===== config.mk =====
export PLATFORM = sky130hd
export DESIGN_NAME = fifo_frame_reader_flat
export DESIGN_NICKNAME = d
export VERILOG_FILES = /design/src/rtl/fifo_frame_reader_if.sv /design/src/rtl/fifo_frame_reader.sv /design/src/flat_wrapper.sv
export SDC_FILE = /design/constraint.sdc
export NUM_CORES = 1
export LEC_CHECK = 0
export BUFFER_PORTS_ARGS = -buffer_cell sky130_fd_sc_hd__buf_2
export CAP_MARGIN = 10
export CORE_UTILIZATION = 48
export DETAILED_ROUTE_END_ITERATION = 8
export PLACE_DENSITY = 0.86
export SLEW_MARGIN = 15
export SYNTH_ARGS = -nofsm -noshare
export SYNTH_HDL_FRONTEND = slang
export SYNTH_SLANG_ARGS = --single-unit

===== constraint.sdc =====
create_clock -name clk -period 1.7 [get_ports clk]
set_input_delay 0.34 -clock clk [delete_from_list [all_inputs] [get_ports clk]]
set_output_delay 0.34 -clock clk [all_outputs]
set_load 0.1 [all_outputs]

===== src/rtl/fifo_frame_reader_if.sv =====
// FIFO read port plus framed valid/ready output stream of fifo_frame_reader.
// master: the frame reader; slave: the FIFO/consumer side.
interface fifo_frame_reader_if #(
   parameter int unsigned DW    = 8,
   parameter int unsigned CNT_W = 8
);
   logic             e;
   logic             RREQ;
   logic [DW-1:0]    RD;
   logic             out_valid;
   logic             out_ready;
   logic [DW-1:0]    out_data;
   logic             out_last;
   logic [CNT_W-1:0] frame_cnt;

   modport master (
      input  e, RD, out_ready,
      output RREQ, out_valid, out_data, out_last, frame_cnt
   );

   modport slave (
      output e, RD, out_ready,
      input  RREQ, out_valid, out_data, out_last, frame_cnt
   );
endinterface


===== src/rtl/fifo_frame_reader.sv =====
// Pops FIFO words one at a time and re-emits them as FRAME_LEN-word frames.
// Define FRAME_CHECKSUM_EN to append an XOR checksum word to every frame.
module fifo_frame_reader #(
   parameter int unsigned DW        = 8,
   parameter int unsigned FRAME_LEN = 4,
   parameter int unsigned CNT_W     = 8
) (
   input  logic                 clk,
   input  logic                 rst,
   fifo_frame_reader_if.master  bus
);

   localparam int unsigned WC_W = (FRAME_LEN > 1) ? $clog2(FRAME_LEN) : 1;
   localparam logic [WC_W-1:0] LAST_IDX = WC_W'(FRAME_LEN - 1);

`ifdef FRAME_CHECKSUM_EN
   typedef enum logic [1:0] {S_FETCH, S_LATCH, S_SEND, S_CSUM} state_t;
`else
   typedef enum logic [1:0] {S_FETCH, S_LATCH, S_SEND} state_t;
`endif

   state_t           state;
   state_t           state_nxt;
   logic [DW-1:0]    hold;
   logic [WC_W-1:0]  word_cnt;
   logic [CNT_W-1:0] frame_cnt;
`ifdef FRAME_CHECKSUM_EN
   logic [DW-1:0]    csum;
`endif

   logic             rreq_c;
   logic             valid_c;
   logic [DW-1:0]    data_c;
   logic             last_c;
   logic             last_word_c;

   assign last_word_c = (word_cnt == LAST_IDX);

   // State register
   always_ff @(posedge clk or posedge rst) begin
      if (rst) state <= S_FETCH;
      else     state <= state_nxt;
   end

   // Next-state logic
   always_comb begin
      state_nxt = state;
      case (state)
         S_FETCH: if (!bus.e) state_nxt = S_LATCH;
         S_LATCH: state_nxt = S_SEND;
         S_SEND: begin
            if (bus.out_ready) begin
`ifdef FRAME_CHECKSUM_EN
               state_nxt = last_word_c ? S_CSUM : S_FETCH;
`else
               state_nxt = S_FETCH;
`endif
            end
         end
`ifdef FRAME_CHECKSUM_EN
         S_CSUM: if (bus.out_ready) state_nxt = S_FETCH;
`endif
         default: state_nxt = S_FETCH;
      endcase
   end

   // Output decode: only FETCH requests, so at most one word is ever in flight
   always_comb begin
      rreq_c  = 1'b0;
      valid_c = 1'b0;
      data_c  = '0;
      last_c  = 1'b0;
      case (state)
         S_FETCH: rreq_c = !bus.e;
         S_SEND: begin
            valid_c = 1'b1;
            data_c  = hold;
`ifndef FRAME_CHECKSUM_EN
            last_c  = last_word_c;
`endif
         end
`ifdef FRAME_CHECKSUM_EN
         S_CSUM: begin
            valid_c = 1'b1;
            data_c  = csum;
            last_c  = 1'b1;
         end
`endif
         default: ;
      endcase
   end

   // Datapath: captured word, running checksum, word and frame counters
   always_ff @(posedge clk or posedge rst) begin
      if (rst) begin
         hold      <= '0;
         word_cnt  <= '0;
         frame_cnt <= '0;
`ifdef FRAME_CHECKSUM_EN
         csum      <= '0;
`endif
      end else begin
         case (state)
            S_LATCH: begin
               hold <= bus.RD;
`ifdef FRAME_CHECKSUM_EN
               csum <= csum ^ bus.RD;
`endif
            end
            S_SEND: begin
               if (bus.out_ready) begin
                  if (last_word_c) begin
                     word_cnt  <= '0;
`ifndef FRAME_CHECKSUM_EN
                     frame_cnt <= frame_cnt + CNT_W'(1);
`endif
                  end else begin
                     word_cnt <= word_cnt + WC_W'(1);
                  end
               end
            end
`ifdef FRAME_CHECKSUM_EN
            S_CSUM: begin
               if (bus.out_ready) begin
                  csum      <= '0;
                  frame_cnt <= frame_cnt + CNT_W'(1);
               end
            end
`endif
            default: ;
         endcase
      end
   end

   assign bus.RREQ      = rreq_c;
   assign bus.out_valid = valid_c;
   assign bus.out_data  = data_c;
   assign bus.out_last  = last_c;
   assign bus.frame_cnt = frame_cnt;

endmodule

===== src/flat_wrapper.sv =====
// flat-port wrapper written by rule: the top's interface ports become plain ports
module fifo_frame_reader_flat 
#(
   parameter int unsigned DW        = 8,
   parameter int unsigned FRAME_LEN = 4,
   parameter int unsigned CNT_W     = 8
)
  (clk, rst, bus_e, bus_RD, bus_out_ready, bus_RREQ, bus_out_valid, bus_out_data, bus_out_last, bus_frame_cnt);
  fifo_frame_reader_if #(.DW(DW), .CNT_W(CNT_W)) bus_i ();
  input  logic clk;
  input  logic rst;
  input wire logic [$bits(bus_i.e)-1:0] bus_e;
  input wire logic [$bits(bus_i.RD)-1:0] bus_RD;
  input wire logic [$bits(bus_i.out_ready)-1:0] bus_out_ready;
  output wire logic [$bits(bus_i.RREQ)-1:0] bus_RREQ;
  output wire logic [$bits(bus_i.out_valid)-1:0] bus_out_valid;
  output wire logic [$bits(bus_i.out_data)-1:0] bus_out_data;
  output wire logic [$bits(bus_i.out_last)-1:0] bus_out_last;
  output wire logic [$bits(bus_i.frame_cnt)-1:0] bus_frame_cnt;
  assign bus_i.e = bus_e;
  assign bus_i.RD = bus_RD;
  assign bus_i.out_ready = bus_out_ready;
  assign bus_RREQ = bus_i.RREQ;
  assign bus_out_valid = bus_i.out_valid;
  assign bus_out_data = bus_i.out_data;
  assign bus_out_last = bus_i.out_last;
  assign bus_frame_cnt = bus_i.frame_cnt;
  fifo_frame_reader #(.DW(DW), .FRAME_LEN(FRAME_LEN), .CNT_W(CNT_W)) u_core (.clk(clk), .rst(rst), .bus(bus_i));
endmodule

==> key figures <==
Status
  • Outcome: completed

Placement
  • Dpl cells: 130
  • Routability cong.: 0.804
  • Detailed placer's ending HPWL: roughly 1400 um
  • I/O Buffers: 30

Timing
  • Worst-Margin Slew: between 0.4 and 0.5 ns
  • Setup violations, final: 0
  • Fin crit share: 0.984
  • Hold WS: 0.0590 ns
  • Fin. max-slew vios: 0
  • Clock Skew: 0.000933 ns
  • Min Tclk post-route: around 1.7 ns
  • RSZ-0062 raised after global routing: yes
  • Final Hold Viols: 0
  • FMAX: 0.598 GHz
  • Max_slew headroom: 0.678

Power and ir drop
  • Worst VDD drop: 1.78 mV
  • Total Power: 2980 uW
  • Power per cell area: 2130 nW/um2
  • LEAKAGE: 0.000713 uW

Worst setup path
  • Max FO, Critical Path: 6
  • Kind of critical path: reg -> out
  • Crit start category: flop
  • Family with the most delay on the worst path: simple AND/OR/NAND/NOR gates
  • CP max stage delay: 0.41 ns
  • CP Buf/Inv Count: 1
  • Worst Path Required: 1.36 ns
  • Critical path's slowest cell: dfrtp_1
  • Worst path cell trace: and2b_4 -> and2_4 -> buf_12
  • Critical path data arrival time: ~1.3 ns
  • Endpoint type of the worst setup path: output pin

Synth
  • Ys Warns: 0
  • Post-synthesis sequential area ratio: 0.542
  • Synth Cell Area: 923 um2
  • Avg Inst Size Synth: approximately 13 um2
  • Synthesized net count: 87
  • Mapped Cells: 73
  • Yosys cell types: 20
  • FF+latch count, synth: 20

Die
  • Core Box Area: ~1800 um2
  • Die area: 2100 um2
  • I/O pin cnt: 31
  • Cell row count: 15
  • Chip width: approximately 46 um
  • Initial Util: 0.523
  • Die height: 45.9 um

Clocking
  • Num CTS Buffers: 3
  • Longest Clk Path Bufs: 2
  • CTS tree: done
  • Clk pin slew, worst setup/hold paths: approximately 0.11 ns
  • Hold-fix buffers at CTS: 0
  • Clock Latency Late Sink: between 0.2 and 0.3 ns
  • CTS sink cnt: 20
  • Number of H-tree levels: 1
  • Root buffer cell: clkbuf_4

Routing
  • Avg WL per Cell: 14.5 um
  • Via count: 701
  • Residual DRC count: 0
  • Via density: approximately 5
  • DR iter-0 viols: 10
  • TritonRoute pass-1 iters: 4
  • ANT nets after route: 0
  • Routed WL: roughly 2000 um

Layout
  • Multi-input logic area: 453 um2
  • Layout fillers: 108
  • Fraction of layout instances using a drive strength above 1: 0.628
  • Post-Layout Cell Count: 138
  • Register Area: 505 um2
  • Final nets: approximately 130
  • Finished Core Util: 0.794
  • Area grow syn2layout: 51.8%
  • Antenna cells: 0

Job
  • Max-cap viol count: 0

GRT
  • Aggregate global routing overflow: 0
  • Largest net degree at the start of global routing: 21
  • Initial antenna violation count: 0
  • Vias in the first global route: 687
  • First-pass GRT wire length: 3060 um
  • Gr usage total: 0.211

Worst hold path
  • Hold Path Class: in -> async
cell type report:
| cell class | instances | area share |
|---|---|---|
| well taps | 25 | 0.0223 |
| clock buffers | 4 | 0.0259 |
| inverters | 2 | 0.00536 |
| repair buffers | 37 | 0.263 |
| multi-input cells | 50 | 0.323 |
| flip-flops and latches | 20 | 0.361 |
where the power goes:
group | total (uW) | internal, uW | switching, uW
clock | 267 | 130 | 137
combinational | 1950 | 751 | 1200
sequential | 765 | 647 | 118
path summary, 6_finish.rpt:
kind | startpoint | endpoint | slack, ns | depth (start not counted)
max in group asynchronous | rst | u_core.bus.frame_cnt[0] | 1.42 | 3
min in group clk | bus_e | u_core.state[0] | 0.24 | 2
worst min-delay path | rst | u_core.hold[2] | 0.06 | 3
worst max-delay path | u_core.state[0] | bus_out_data[1] | 0.03 | 3
worst max register to register | u_core.state[1] | u_core.bus.frame_cnt[1] | 0.15 | 6
worst min register to register | u_core.bus.frame_cnt[7] | u_core.bus.frame_cnt[7] | 0.47 | 1
routing by layer:
metal  GRT usage  vias up  share of wire
li1            -      328              -
met1       0.263      350           0.40
met2       0.361       23           0.55
met3      0.0437        0          0.053
met4      0.0706        0              0
met5           0        -              0
cell usage after synthesis:
cell	instances	area [um2]
o21ai_0	1	5.00
xnor2_1	2	17.5
nand4_2	1	12.5
mux2_2	9	101
nor3_1	7	35.0
inv_1	2	7.51
nor4_4	1	21.3
xor2_1	5	43.8
nand4_1	1	6.26
dfrtp_1	20	500
buf_2	2	10.0
nand3b_4	1	20.0
nand3_2	1	10.0
mux2_1	1	11.3
a21o_1	1	7.51
and2_1	9	56.3
nand2_1	5	18.8
ha_1	2	25.0
nand2b_1	1	6.26
and2b_1	1	7.51
cells by family (layout without fill, tap and decap cells):
group / count (synthesis) / in the layout / share of synthesized area
buffers and inverters: 4 / 43 / 0.0190
XOR/XNOR: 7 / 7 / 0.0664
AO/OA/AOI/OAI: 2 / 2 / 0.0135
flip-flops: 20 / 20 / 0.542
AND/OR/NAND/NOR: 28 / 29 / 0.210
multiplexers: 10 / 10 / 0.122
adder cells (fa/ha/maj): 2 / 2 / 0.0271
cell usage in the layout, fill, tap and decap left out:
cell type	netlist	final
buf_2	2	19
dfrtp_1	20	16
buf_12	0	11
mux2_2	9	9
and2_4	0	9
buf_4	0	7
nor3_1	7	6
nand2_1	5	5
xor2_1	5	5
dfrtp_2	0	4
clkbuf_4	0	3
xnor2_1	2	2
inv_1	2	2
and2b_4	0	1
nand4_1	1	1
nand3b_4	1	1
nand4_2	1	1
nand2b_1	1	1
nor3_4	0	1
nor4_4	1	1
a21o_1	1	1
nand3_2	1	1
o21ai_0	1	1
mux2_1	1	1
ha_1	2	1
ha_2	0	1
clkbuf_8	0	1
and2b_2	0	1
what timing repair did:
item,4_1_cts,5_1_grt
buffers inserted,2,1
resized for setup,3,1
gates cloned,0,1
setup endpoints to repair,10,10
pin swaps,0,5
endpoints found under the hold margin,0,0
through the flow:
stage	worst slack, ns	cell area (um2)	setup TNS (ns)
2_1_floorplan	0.0108	968	0
3_3_place_gp	0.180	1330	0
3_5_place_dp	0.122	1330	0
4_1_cts	0.00151	1390	0
5_1_grt	-0.0379	1400	-0.218
6_report	0.0270	1400	0
registers in the layout (all words and copies together) (netlist names):
register / count
u_core.bus.frame_cnt: 8
u_core.hold: 8
u_core.state: 2
u_core.word_cnt: 2
tightest hold or removal path, delay by kind of cell:
| family | cells | cell delay (ns) |
|---|---|---|
| buf+inv | 3 | 0.40 |
Note: power is estimated with default switching activity, not from simulation.
